$ cat src/rtl/dff_pipe_monitor_pkg.sv
// Shared types for the dff_pipe_monitor checker: FSM states, error codes and
// the priority encoder that classifies the first failure of a cycle.
package dff_mon_pkg;

  typedef enum logic [1:0] {
    RST_CHK = 2'd0,
    ARMED   = 2'd1,
    FAIL    = 2'd2
  } state_t;

  typedef enum logic [1:0] {
    ERR_NONE  = 2'd0,
    ERR_RESET = 2'd1,
    ERR_DATA  = 2'd2,
    ERR_COMPL = 2'd3
  } err_code_t;

  // Reset outranks data, data outranks complement.
  function automatic err_code_t pick_code(input logic e_reset, input logic e_data,
                                          input logic e_compl);
    err_code_t code;
    code = ERR_NONE;
    if (e_reset)      code = ERR_RESET;
    else if (e_data)  code = ERR_DATA;
    else if (e_compl) code = ERR_COMPL;
    return code;
  endfunction

endpackage

$ cat src/rtl/dff_pipe_monitor_if.sv
// Observed pipeline bus: stage enable, data in, and the q/qbar outputs.
// The DUT/driver side uses master; the monitor only listens through slave.
interface dff_pipe_monitor_if #(
  parameter int WIDTH = 8
);
  logic             en;
  logic [WIDTH-1:0] d;
  logic [WIDTH-1:0] q;
  logic [WIDTH-1:0] qbar;

  modport master (output en, d, q, qbar);
  modport slave  (input  en, d, q, qbar);
endinterface

$ cat src/rtl/dff_pipe_monitor_ref_pipe.sv
// Shadow copy of the observed pipeline: DEPTH enabled stages, o_exp is the
// value the DUT q must show at the next edge.
module dff_ref_pipe #(
  parameter int WIDTH = 8,
  parameter int DEPTH = 2
) (
  input  logic             clk,
  input  logic             rst,
  input  logic             i_en,
  input  logic [WIDTH-1:0] i_d,
  output logic [WIDTH-1:0] o_exp
);

  logic [WIDTH-1:0] r_stage [DEPTH];

  always_ff @(posedge clk or posedge rst) begin
    if (rst) begin
      for (int i = 0; i < DEPTH; i++) r_stage[i] <= '0;
    end else if (i_en) begin
      r_stage[0] <= i_d;
      for (int i = 1; i < DEPTH; i++) r_stage[i] <= r_stage[i-1];
    end
  end

  assign o_exp = r_stage[DEPTH-1];

endmodule

$ cat src/rtl/dff_pipe_monitor.sv
// Passive checker for an enabled q/qbar register pipeline: sticky flags, a
// saturating error count and a first-failure record. Define DFF_MON_ASSERT_EN for SVA.
module dff_pipe_monitor
  import dff_mon_pkg::*;
#(
  parameter int WIDTH = 8,
  parameter int DEPTH = 2,
  parameter int CNT_W = 8
) (
  input  logic               clk,
  input  logic               rst,
  dff_pipe_monitor_if.slave  mon,
  input  logic               clr_err,
  output logic               err_reset,
  output logic               err_data,
  output logic               err_compl,
  output logic [CNT_W-1:0]   err_count,
  output logic               first_err_vld,
  output logic [1:0]         first_err_code,
  output logic [WIDTH-1:0]   first_err_exp,
  output logic [WIDTH-1:0]   first_err_got,
  output state_t             dbg_state
);

  localparam logic [CNT_W-1:0] CNT_MAX = '1;
  localparam logic [CNT_W-1:0] CNT_ONE = CNT_W'(1);

  logic [WIDTH-1:0] w_exp;
  logic             w_data_mis, w_compl_mis;
  logic             w_e_reset, w_e_data, w_e_compl, w_any;
  err_code_t        w_code;

  state_t           r_state;
  logic             r_err_reset, r_err_data, r_err_compl;
  logic [CNT_W-1:0] r_cnt;
  logic             r_vld;
  err_code_t        r_code;
  logic [WIDTH-1:0] r_exp, r_got;

  dff_ref_pipe #(.WIDTH(WIDTH), .DEPTH(DEPTH)) u_ref (
    .clk   (clk),
    .rst   (rst),
    .i_en  (mon.en),
    .i_d   (mon.d),
    .o_exp (w_exp)
  );

  assign w_data_mis  = (mon.q != w_exp);
  assign w_compl_mis = (mon.qbar != ~mon.q);
  // The first edge after reset release reclassifies a data mismatch as a reset error.
  assign w_e_reset   = (r_state == RST_CHK) && w_data_mis;
  assign w_e_data    = (r_state != RST_CHK) && w_data_mis;
  assign w_e_compl   = w_compl_mis;
  assign w_any       = w_e_reset || w_e_data || w_e_compl;
  assign w_code      = pick_code(w_e_reset, w_e_data, w_e_compl);

  always_ff @(posedge clk or posedge rst) begin
    if (rst) begin
      r_state     <= RST_CHK;
      r_err_reset <= 1'b0;
      r_err_data  <= 1'b0;
      r_err_compl <= 1'b0;
      r_cnt       <= '0;
      r_vld       <= 1'b0;
      r_code      <= ERR_NONE;
      r_exp       <= '0;
      r_got       <= '0;
    end else begin
      if (clr_err) begin
        // A same-edge error survives the clear and restarts the history.
        r_err_reset <= w_e_reset;
        r_err_data  <= w_e_data;
        r_err_compl <= w_e_compl;
        r_cnt       <= w_any ? CNT_ONE : '0;
        r_vld       <= w_any;
        r_code      <= w_any ? w_code : ERR_NONE;
        r_exp       <= w_any ? w_exp : '0;
        r_got       <= w_any ? mon.q : '0;
      end else begin
        r_err_reset <= r_err_reset | w_e_reset;
        r_err_data  <= r_err_data  | w_e_data;
        r_err_compl <= r_err_compl | w_e_compl;
        if (w_any && (r_cnt != CNT_MAX)) r_cnt <= r_cnt + CNT_ONE;
        if (w_any && !r_vld) begin
          r_vld  <= 1'b1;
          r_code <= w_code;
          r_exp  <= w_exp;
          r_got  <= mon.q;
        end
      end

      case (r_state)
        RST_CHK: r_state <= w_any ? FAIL : ARMED;
        ARMED:   if (w_any) r_state <= FAIL;
        FAIL:    if (clr_err && !w_any) r_state <= ARMED;
        default: r_state <= RST_CHK;
      endcase
    end
  end

  assign err_reset      = r_err_reset;
  assign err_data       = r_err_data;
  assign err_compl      = r_err_compl;
  assign err_count      = r_cnt;
  assign first_err_vld  = r_vld;
  assign first_err_code = r_code;
  assign first_err_exp  = r_exp;
  assign first_err_got  = r_got;
  assign dbg_state      = r_state;

`ifdef DFF_MON_ASSERT_EN
  a_reset: assert property (@(posedge clk) (!rst && r_state == RST_CHK) |-> !w_data_mis)
    else $error("dff_pipe_monitor reset check: exp=%h got=%h", w_exp, mon.q);
  c_reset: cover property (@(posedge clk) !rst && r_state == RST_CHK && w_data_mis);

  a_data: assert property (@(posedge clk) disable iff (rst) (r_state != RST_CHK) |-> !w_data_mis)
    else $error("dff_pipe_monitor data check: exp=%h got=%h", w_exp, mon.q);
  c_data: cover property (@(posedge clk) disable iff (rst) (r_state != RST_CHK) && w_data_mis);

  a_compl: assert property (@(posedge clk) disable iff (rst) !w_compl_mis)
    else $error("dff_pipe_monitor complement check: exp=%h got=%h", ~mon.q, mon.qbar);
  c_compl: cover property (@(posedge clk) disable iff (rst) w_compl_mis);
`endif

endmodule

$ cat src/flat_wrapper.sv
// flat-port wrapper written by rule: the top's interface ports become plain ports
module dff_pipe_monitor_flat import dff_mon_pkg::*;
#(
  parameter int WIDTH = 8,
  parameter int DEPTH = 2,
  parameter int CNT_W = 8
)
  (clk, rst, clr_err, err_reset, err_data, err_compl, err_count, first_err_vld, first_err_code, first_err_exp, first_err_got, dbg_state, mon_en, mon_d, mon_q, mon_qbar);
  dff_pipe_monitor_if #(.WIDTH(WIDTH)) mon_i ();
  input  logic clk;
  input  logic rst;
  input  logic clr_err;
  output logic err_reset;
  output logic err_data;
  output logic err_compl;
  output logic [CNT_W-1:0] err_count;
  output logic first_err_vld;
  output logic [1:0] first_err_code;
  output logic [WIDTH-1:0] first_err_exp;
  output logic [WIDTH-1:0] first_err_got;
  output state_t dbg_state;
  input wire logic [$bits(mon_i.en)-1:0] mon_en;
  input wire logic [$bits(mon_i.d)-1:0] mon_d;
  input wire logic [$bits(mon_i.q)-1:0] mon_q;
  input wire logic [$bits(mon_i.qbar)-1:0] mon_qbar;
  assign mon_i.en = mon_en;
  assign mon_i.d = mon_d;
  assign mon_i.q = mon_q;
  assign mon_i.qbar = mon_qbar;
  dff_pipe_monitor #(.WIDTH(WIDTH), .DEPTH(DEPTH), .CNT_W(CNT_W)) u_core (.clk(clk), .rst(rst), .mon(mon_i), .clr_err(clr_err), .err_reset(err_reset), .err_data(err_data), .err_compl(err_compl), .err_count(err_count), .first_err_vld(first_err_vld), .first_err_code(first_err_code), .first_err_exp(first_err_exp), .first_err_got(first_err_got), .dbg_state(dbg_state));
endmodule
$ cat config.mk
export PLATFORM = sky130hd
export DESIGN_NAME = dff_pipe_monitor_flat
export DESIGN_NICKNAME = d
export VERILOG_FILES = /design/src/rtl/dff_pipe_monitor_pkg.sv /design/src/rtl/dff_pipe_monitor_if.sv /design/src/rtl/dff_pipe_monitor_ref_pipe.sv /design/src/rtl/dff_pipe_monitor.sv /design/src/flat_wrapper.sv
export SDC_FILE = /design/constraint.sdc
export NUM_CORES = 1
export LEC_CHECK = 0
export BUFFER_PORTS_ARGS = -buffer_cell sky130_fd_sc_hd__clkbuf_2
export CORE_MARGIN = 2
export CORE_UTILIZATION = 40
export CTS_BUF_LIST = sky130_fd_sc_hd__clkbuf_16
export DETAILED_ROUTE_END_ITERATION = 8
export PLACE_DENSITY = 0.63
export SLEW_MARGIN = 20
export SYNTH_ARGS = -nofsm -noshare
export SYNTH_HDL_FRONTEND = slang
export SYNTH_SLANG_ARGS = --single-unit
$ cat constraint.sdc
create_clock -name clk -period 3.91 [get_ports clk]
set_input_delay 0.1955 -clock clk [delete_from_list [all_inputs] [get_ports clk]]
set_output_delay 0.1955 -clock clk [all_outputs]
set_load 0.01 [all_outputs]
After elaboration in Yosys (flattened, before gate mapping) --
Cells that the tools add are included.
Storage, ports and cells: register bits 48, input port bits 28, output and inout bits 32, logic and storage cells 61
Operators by class: add/sub/neg operators 1, equal/unequal tests 7, mux-type cells 24, bitwise operators 4, reductions and logical operators 14
Operators by type and width (number):
- two-way mux 8 bit | 8
- two-way mux 2 bit | 9
- != test 8 bit | 2
- adder 8 x 1 -> 8 bit, second input constant | 1
- != test 8 bit, second input constant | 1
- inverter 8 bit | 1
- two-way mux 1 bit | 6
- one-hot mux 2 bit (3 select lines) | 1
- nonzero test 2 bit | 3
- logical AND 1 bit | 5
- != test 2 x 1 -> 1 bit, second input constant | 2
- OR 1 bit | 3
- equality test 2 x 1 -> 1 bit, second input constant | 1
- equality test 2 bit, second input constant | 1
- zero test 1 bit | 2
- zero test 2 bit | 1
- logical OR 1 bit | 2
- AND reduction 2 bit | 1

Longest topological paths before layout --
Gate-level depths: netlist of the first run.
depth in word-level cells 8, mapped depth 7, gate-level depth less buffers 5

Hierarchy --
From an unflattened synthesis of the first run, not the netlist that was laid out.
Second synthesis, totals: cell total of the unflattened synthesis 195, area, all modules 2403.6 um2
Modules (own cells, without submodules):
- dff_pipe_monitor | times used 1, cells an instance 152, area each 1690.4 um2, sequential area each 800.8 um2
- dff_ref_pipe | times used 1, cells an instance 43, area each 713.2 um2, sequential area each 400.4 um2

Least setup slack after synthesis of the first run --
Ideal clock, no wire load.
path type reg2reg, from reg u_core.u_ref.r_stage (netlist bit u_core.u_ref.o_exp[6]), to reg u_core.r_exp[0] (netlist: u_core.first_err_exp[0]), library setup time 127 ps, data arrival time 1785 ps, data required time 3783 ps, path slack 1997 ps, stages on the path, launching flop included 8, buffers on the path 2, period minus slack after synthesis 1913 ps, path through dfrtp_1 > xnor2_1 > nand4_1 > nor4_4 > nand2b_1 > buf_4 > buf_12 > mux2_1
Between the ends: word-level cells in the longest chain between the ends 6, elaborated cells between the ends (all ways) 9, those cells by class eq/ne (1); mux (2); reduce/logical (6)
Ends and longest elaborated chain:
- start, declared | line dff_pipe_monitor_ref_pipe.sv:14 | logic [WIDTH-1:0] r_stage [DEPTH];
- != test 8 bit (*) | line dff_pipe_monitor.sv:48 | assign w_data_mis = (mon.q != w_exp);
- logical AND 1 bit (on tied branches) | line dff_pipe_monitor.sv:51, dff_pipe_monitor.sv:52
- logical OR 1 bit (*) (2 in a row) | line dff_pipe_monitor.sv:54 | assign w_any = w_e_reset || w_e_data || w_e_compl;
- two-way mux 8 bit / logical AND 1 bit (equally long branches) | line dff_pipe_monitor.sv:77, dff_pipe_monitor.sv:84
- two-way mux 8 bit / nonzero test 2 bit (equally long branches)
- end signal, assigned | line dff_pipe_monitor.sv:77 | r_exp <= w_any ? w_exp : '0;
- end signal, assigned | line dff_pipe_monitor.sv:87 | r_exp <= w_exp;
- end, declared | line dff_pipe_monitor.sv:38 | logic [WIDTH-1:0] r_exp, r_got;
Every way passes the cells marked *; elsewhere a longest branch is shown, timed or not. A chain may end at the register's enable or synchronous reset.

Final worst setup path of the first run --
from reg u_core.u_ref.r_stage (netlist bit u_core.u_ref.o_exp[7]), to reg u_core.r_got[2] (netlist: u_core.first_err_got[2])
Between the ends: word-level cells in the longest chain between the ends 6, elaborated cells between the ends (all ways) 9, those cells by class eq/ne (1); mux (2); reduce/logical (6)
Ends and longest elaborated chain:
- != test 8 bit (*) | line dff_pipe_monitor.sv:48
- logical AND 1 bit (on tied branches) | line dff_pipe_monitor.sv:51, dff_pipe_monitor.sv:52
- logical OR 1 bit (*) (2 in a row) | line dff_pipe_monitor.sv:54
- two-way mux 8 bit / logical AND 1 bit (equally long branches) | line dff_pipe_monitor.sv:78, dff_pipe_monitor.sv:84
- two-way mux 8 bit / nonzero test 2 bit (equally long branches)
- end signal, assigned | line dff_pipe_monitor.sv:78 | r_got <= w_any ? mon.q : '0;
- end signal, assigned | line dff_pipe_monitor.sv:88 | r_got <= mon.q;
- end, declared | line dff_pipe_monitor.sv:38
Marks and branches as above.

==> flow_metrics.env, run 1 <==
export IMPL_status="complete, no violations"
export IMPL_cp_num_buf_inv=1
export IMPL_seq_power_share_pct=46.8
export IMPL_register_area_um2=1201
export IMPL_clk_latency_ns=0.29
export IMPL_switching_share_pct=24.20
export IMPL_hold_ws_ns=0.02147
export IMPL_slowest_delay_ns=0.75
export IMPL_p_int_mw=0.9296
export IMPL_ys_ff_latch=48
export IMPL_avgRoutedWirePerCell_um=14.64
export IMPL_synthFlopType="dfrtp_1"
export IMPL_rows=27
export IMPL_die_h_um=78.95
export IMPL_die_area_um2=6233
export IMPL_area_delta_synth_final_pct=22.88
export IMPL_synth_nets=211
export IMPL_syn_avg_cell_area_um2=12.35
export IMPL_root_buffer="clkbuf_16"
export IMPL_fin_crit_ns=2.550
export IMPL_m1WireLength_mm=2.119
export IMPL_maxSlewHeadroom_pct=37.61
export IMPL_crit_type="register to register"
export IMPL_io_buffers=59
export IMPL_power_density_nw_per_um2=444.1
export IMPL_grt_pass1_vias=1505
export IMPL_crit_slowest_cell="nand2b_1"
export IMPL_final_area_um2=2761
export IMPL_die_w_um=78.95
export IMPL_rsz0062_at_grt="false"
export IMPL_ant_nets=0
export IMPL_synth_edff_count=0
export IMPL_ys_seq_area_share_pct=53.45
export IMPL_dpl_hpwl_mm=3.226
export IMPL_postSynthCellCount=182
export IMPL_multi_input_area_um2=983.4
export IMPL_cts_resized=0
export IMPL_vias=1560
export IMPL_synth_distinct_cells=38
export IMPL_startpoint_type="register"
export IMPL_post_route_util_pct=50.46
export IMPL_tritoncts="yes"
export IMPL_cts_clk_slew_worst_paths_ns=0.06
export IMPL_cp_max_fo=18
export IMPL_fin_skew_ns=0.005776
export IMPL_final_cell_mix="59 x clkbuf_2, 48 x dfrtp_1, 25 x mux2_2, 17 x nor2b_1"
export IMPL_core_um2=5473
export IMPL_cts_sinks=48
export IMPL_maxCapViolCount=0
export IMPL_synthArstFlopShare_pct=100.0
export IMPL_drc=0
export IMPL_p_leak_nw=1.302
export IMPL_hp_class="primary input to asynchronous set/reset pin"
export IMPL_viasPerCell=4.968
export IMPL_start_util_pct=41.06
export IMPL_yosysTopAreaCellShare_pct=53.45
export IMPL_cp_depth=6
export IMPL_cp_data_arrival_time_ns=2.72
export IMPL_finalSetupTns_ns=0
export IMPL_grt_remaining_overflow=0
export IMPL_grt_antenna_before_repair=0
export IMPL_setup_viol=0
export IMPL_dpl_cell_count=306
export IMPL_drt_iter0_markers=48
export IMPL_diodes=0
export IMPL_fin_crit_sh_pct=65.21
export IMPL_clock_fmax_mhz=392.2
export IMPL_drt_wl_total_mm=4.598
export IMPL_grt_max_degree=49
export IMPL_cts_setup_buffers=0
export IMPL_clk_path_buf_depth=2
export IMPL_power_frac_clock_pct=39.7
export IMPL_r2r_cells=6
export IMPL_synth_area_um2=2247
export IMPL_crit_family="simple AND/OR/NAND/NOR gates"
export IMPL_worstPathRequired_ns=4.08
export IMPL_stdcell_count=314
export IMPL_fillers=515
export IMPL_drv_slew=0
export IMPL_power_mw=1.226
export IMPL_grtUsageTotal_pct=15.83
export IMPL_synthMuxAreaShare_pct=17.43
export IMPL_gp_routability_congestion=0.7740
export IMPL_final_common_cell="clkbuf_2"
export IMPL_yosysTopAreaCell="dfrtp_1"
export IMPL_power_switching_mw=0.2967
export IMPL_drive_above_1_share_pct=40.08
export IMPL_grt_pass1_wl_mm=7.479
export IMPL_dpl_cell_area_um2=2589
export IMPL_nNetsFinal=270
export IMPL_firstDrtPassIters=4
export IMPL_peakVddDrop_uv=296.4
export IMPL_wl_met3_um=205
export IMPL_dp_slack_ns=1.325
export IMPL_hold_viol_final=0
export IMPL_synth_area_leaders="dfrtp_1 53%, mux2_2 13%, nor2b_1 4.7%, mux2_1 4.0%, xnor2_1 3.1%"
export IMPL_htreeDepth=2
export IMPL_io_pins=60
export IMPL_synthAdderAreaFrac_pct=0.5568
export IMPL_synth_simple_area_share_pct=13.14
export IMPL_synth_xor_xnor_area_share_pct=6.236
export IMPL_synth_compound_area_share_pct=6.403
export IMPL_endpoint_kind="register"
export IMPL_synth_top_family_by_area="multiplexers"
export IMPL_wl_met2_mm=2.203
export IMPL_holdBufCountCts=0
export IMPL_setup_slack_ns=1.360
export IMPL_path_cells="xnor2_1 -> nand4_1 -> nor4_4 -> buf_4 -> nand2b_1 -> mux2_2"
export IMPL_top_layer="met4"
export IMPL_numCtsBuffers=5
export IMPL_comb_power_share_pct=13.5
export IMPL_yosysWarnings=0
export IMPL_tightest_slew_ns=0.9359
## synthesized netlist by cell type (all sizes together), types with 2 or more instances
| library cell | count |
|---|---|
| dfrtp | 48 |
| mux2 | 33 |
| nor2b | 17 |
| nand2 | 8 |
| xnor2 | 8 |
| xor2 | 8 |
| nor2 | 6 |
| nand3 | 5 |
| a21oi | 4 |
| buf | 4 |
| clkbuf | 4 |
| nand4 | 4 |
| a21o | 3 |
| inv | 3 |
| nor3 | 3 |
| o21ai | 3 |
| mux2i | 2 |
| o31ai | 2 |
| or4 | 2 |
## routing by layer
metal,track usage (%),vias to the layer above
met3,3.750,4
met1,20.75,759
met5,0,-
met4,7.241,0
met2,24.96,36
li1,-,761
## path summary, 6_finish.rpt
| check | endpoint | slack [ns] | start |
|---|---|---|---|
| worst max-delay path | u_core.first_err_got[2] | 1.36 | u_core.u_ref.o_exp[7] |
| worst min-delay path | u_core.u_ref.r_stage[9] | 0.02 | rst |
| worst max register to register | u_core.first_err_got[2] | 1.36 | u_core.u_ref.o_exp[7] |
| worst min register to register | u_core.err_data | 0.49 | u_core.err_data |
| max in group asynchronous | u_core.err_reset | 3.40 | rst |
| min in group clk | u_core.u_ref.r_stage[13] | 0.14 | mon_d[5] |
## state kept, by name (all words and copies together) (netlist names)
signal,count
u_core.err_compl,1
u_core.first_err_exp,8
u_core.first_err_got,8
u_core.first_err_vld,1
u_core.first_err_code,2
u_core.err_data,1
u_core.err_reset,1
u_core.u_ref.o_exp,8
u_core.err_count,8
u_core.dbg_state,2
u_core.u_ref.r_stage,8
## worst register-to-register path, stage by stage (launching register included)
cell,delay [ns]
dfrtp_1,0.41
xnor2_1,0.19
nand4_1,0.19
nor4_4,0.23
buf_4,0.24
nand2b_1,0.75
mux2_2,0.42
## cell type report
| class | instances | area share, % |
|---|---|---|
| sequential | 48 | 43.50 |
| multi-input combinational | 123 | 35.61 |
| timing repair buffer | 60 | 10.97 |
| clock buffer | 5 | 4.531 |
| tap | 72 | 3.262 |
| clock inverter | 3 | 1.676 |
| inverter | 3 | 0.4531 |
## cells by family after synthesis
kind of cell / Yosys count
adder cells (fa/ha/maj): 1
flip-flops: 48
buffers and inverters: 11
multiplexers: 35
AO/OA/AOI/OAI: 20
XOR/XNOR: 16
AND/OR/NAND/NOR: 51
## power by group through the flow
stage	sequential, mW	clock, mW	combinational (mW)
after CTS	0.574	0.503	0.169
after detailed placement	0.583	0	0.168
after global routing	0.580	0.521	0.182
final	0.574	0.487	0.165
after floorplan	0.584	0	0.101
after global placement	0.582	0	0.165
Power figures use the tool's default switching activity.
==> run 2, diff against run 1 <==
Clock period 3.91 ns to 2.6 ns, I/O delays scaled along.
==> flow_metrics.env, run 2 (synthesized netlist as in run 1, its figures left out) <==
export IMPL_status="finished with violations"
export IMPL_violations="negative hold slack"
export IMPL_tightest_slew_ns=0.8464
export IMPL_cts_sinks=48
export IMPL_cp_data_arrival_time_ns=2.28
export IMPL_endpoint_kind="register"
export IMPL_setup_viol=0
export IMPL_startpoint_type="register"
export IMPL_cts_setup_buffers=0
export IMPL_grt_max_degree=49
export IMPL_critical_path_startpoint="u_core.u_ref.o_exp[7]"
export IMPL_hold_ws_ns=-0.02727
export IMPL_htreeDepth=2
export IMPL_multi_input_area_um2=983.4
export IMPL_viasPerCell=4.909
export IMPL_rr_endpoint="u_core.first_err_got[7]"
export IMPL_final_common_cell="clkbuf_2"
export IMPL_clk_path_buf_depth=2
export IMPL_ant_nets=0
export IMPL_dpl_cell_area_um2=2624
export IMPL_holdBufCountCts=0
export IMPL_fillers=521
export IMPL_reg2reg_slack_ns=0.49
export IMPL_fin_crit_sh_pct=81.26
export IMPL_r2r_start="u_core.u_ref.o_exp[7]"
export IMPL_gp_routability_congestion=0.7365
export IMPL_grt_pass1_vias=1569
export IMPL_die_area_um2=6233
export IMPL_r2r_cells=6
export IMPL_crit_slowest_cell="dfrtp_1"
export IMPL_grtUsageTotal_pct=16.55
export IMPL_clock_fmax_mhz=473.3
export IMPL_core_um2=5473
export IMPL_grt_antenna_before_repair=0
export IMPL_drive_above_1_share_pct=40.82
export IMPL_cts_resized=0
export IMPL_start_util_pct=41.06
export IMPL_vias=1556
export IMPL_numCtsBuffers=5
export IMPL_maxSlewHeadroom_pct=43.51
export IMPL_avgRoutedWirePerCell_um=14.68
export IMPL_register_area_um2=1201
export IMPL_final_cell_mix="59 x clkbuf_2, 48 x dfrtp_1, 25 x mux2_2, 17 x nor2b_1"
export IMPL_setup_slack_ns=0.4873
export IMPL_die_w_um=78.95
export IMPL_peakVddDrop_uv=418.4
export IMPL_hp_class="primary input to asynchronous set/reset pin"
export IMPL_clk_latency_ns=0.28
export IMPL_rows=27
export IMPL_finalSetupTns_ns=0
export IMPL_path_cells="xnor2_1 -> nand4_1 -> nor4_4 -> nand2b_1 -> buf_12 -> mux2_2"
export IMPL_fin_crit_ns=2.113
export IMPL_die_h_um=78.95
export IMPL_power_density_nw_per_um2=658.7
export IMPL_hold_viol_final=48
export IMPL_nNetsFinal=273
export IMPL_firstDrtPassIters=4
export IMPL_crit_type="register to register"
export IMPL_dp_slack_ns=0.4614
export IMPL_grt_pass1_wl_mm=7.900
export IMPL_io_buffers=59
export IMPL_dpl_hpwl_mm=3.316
export IMPL_p_leak_nw=1.321
export IMPL_root_buffer="clkbuf_16"
export IMPL_grt_remaining_overflow=0
export IMPL_drt_iter0_markers=81
export IMPL_rsz0062_at_grt="false"
export IMPL_fin_skew_ns=0.003394
export IMPL_slowest_delay_ns=0.42
export IMPL_maxCapViolCount=0
export IMPL_drv_slew=0
export IMPL_cp_max_fo=13
export IMPL_worstPathRequired_ns=2.77
export IMPL_tritoncts="yes"
export IMPL_io_pins=60
export IMPL_cts_clk_slew_worst_paths_ns=0.06
export IMPL_drc=0
export IMPL_diodes=0
export IMPL_drt_wl_total_mm=4.653
export IMPL_final_area_um2=2793
export IMPL_area_delta_synth_final_pct=24.28
run 2: cell types whose count changed in the layout (fill, tap and decap cells not counted), sizes merged:
cell and change:
inv -1, buf +3, clkinv +1
run 2: through the flow:
step / utilization (%) / cells / power (mW)
after floorplan: - / 182 / 1.031
after global placement: 47.94 / 309 / 1.130
after detailed placement: 47.94 / 309 / 1.137
after CTS: 51.01 / 317 / 1.864
after global routing: 51.03 / 317 / 1.931
final: 51.03 / 317 / 1.839
run 2: layer usage:
| metal | track usage (%) | up-vias | wire length (µm) |
|---|---|---|---|
| met3 | 3.636 | 7 | 148 |
| li1 | - | 762 | - |
| met1 | 22.80 | 755 | 2241 |
| met2 | 25.73 | 32 | 2190 |
| met4 | 6.207 | 0 | 72 |
| met5 | 0 | - | 0 |
run 2: critical path: cells and delay by family (launching register included):
family,cells,cell delay [ns]
and+or+nand+nor,3,0.82
DFF,1,0.42
muxes,1,0.34
xor gates and xnor gates,1,0.22
buffers and inverters,1,0.20
run 2: worst max path at each step:
stage / end / slack, ns / cells after the start
6_report: u_core.first_err_got[7] / 0.49 / 6
5_1_grt: u_core.first_err_got[7] / 0.36 / 6
4_1_cts: u_core.first_err_got[7] / 0.46 / 6
3_5_place_dp: u_core.first_err_got[7] / 0.46 / 6
3_3_place_gp: u_core.first_err_got[5] / 0.52 / 6
2_1_floorplan: u_core.first_err_exp[0] / 0.69 / 7
run 2: report_power, final:
part	internal, mW	switching (mW)
logic	0.134	0.123
registers	0.813	0.0492
clock network	0.452	0.270
total	1.40	0.442
run 2: cell type report:
cell class	instances	share of cell area, %
Clock buffer	5	4.480
Clock inverter	3	1.523
Inverter	3	0.4480
Multi-Input combinational cell	123	35.22
Sequential cell	48	43.01
Tap cell	72	3.226
Timing Repair Buffer	63	12.10
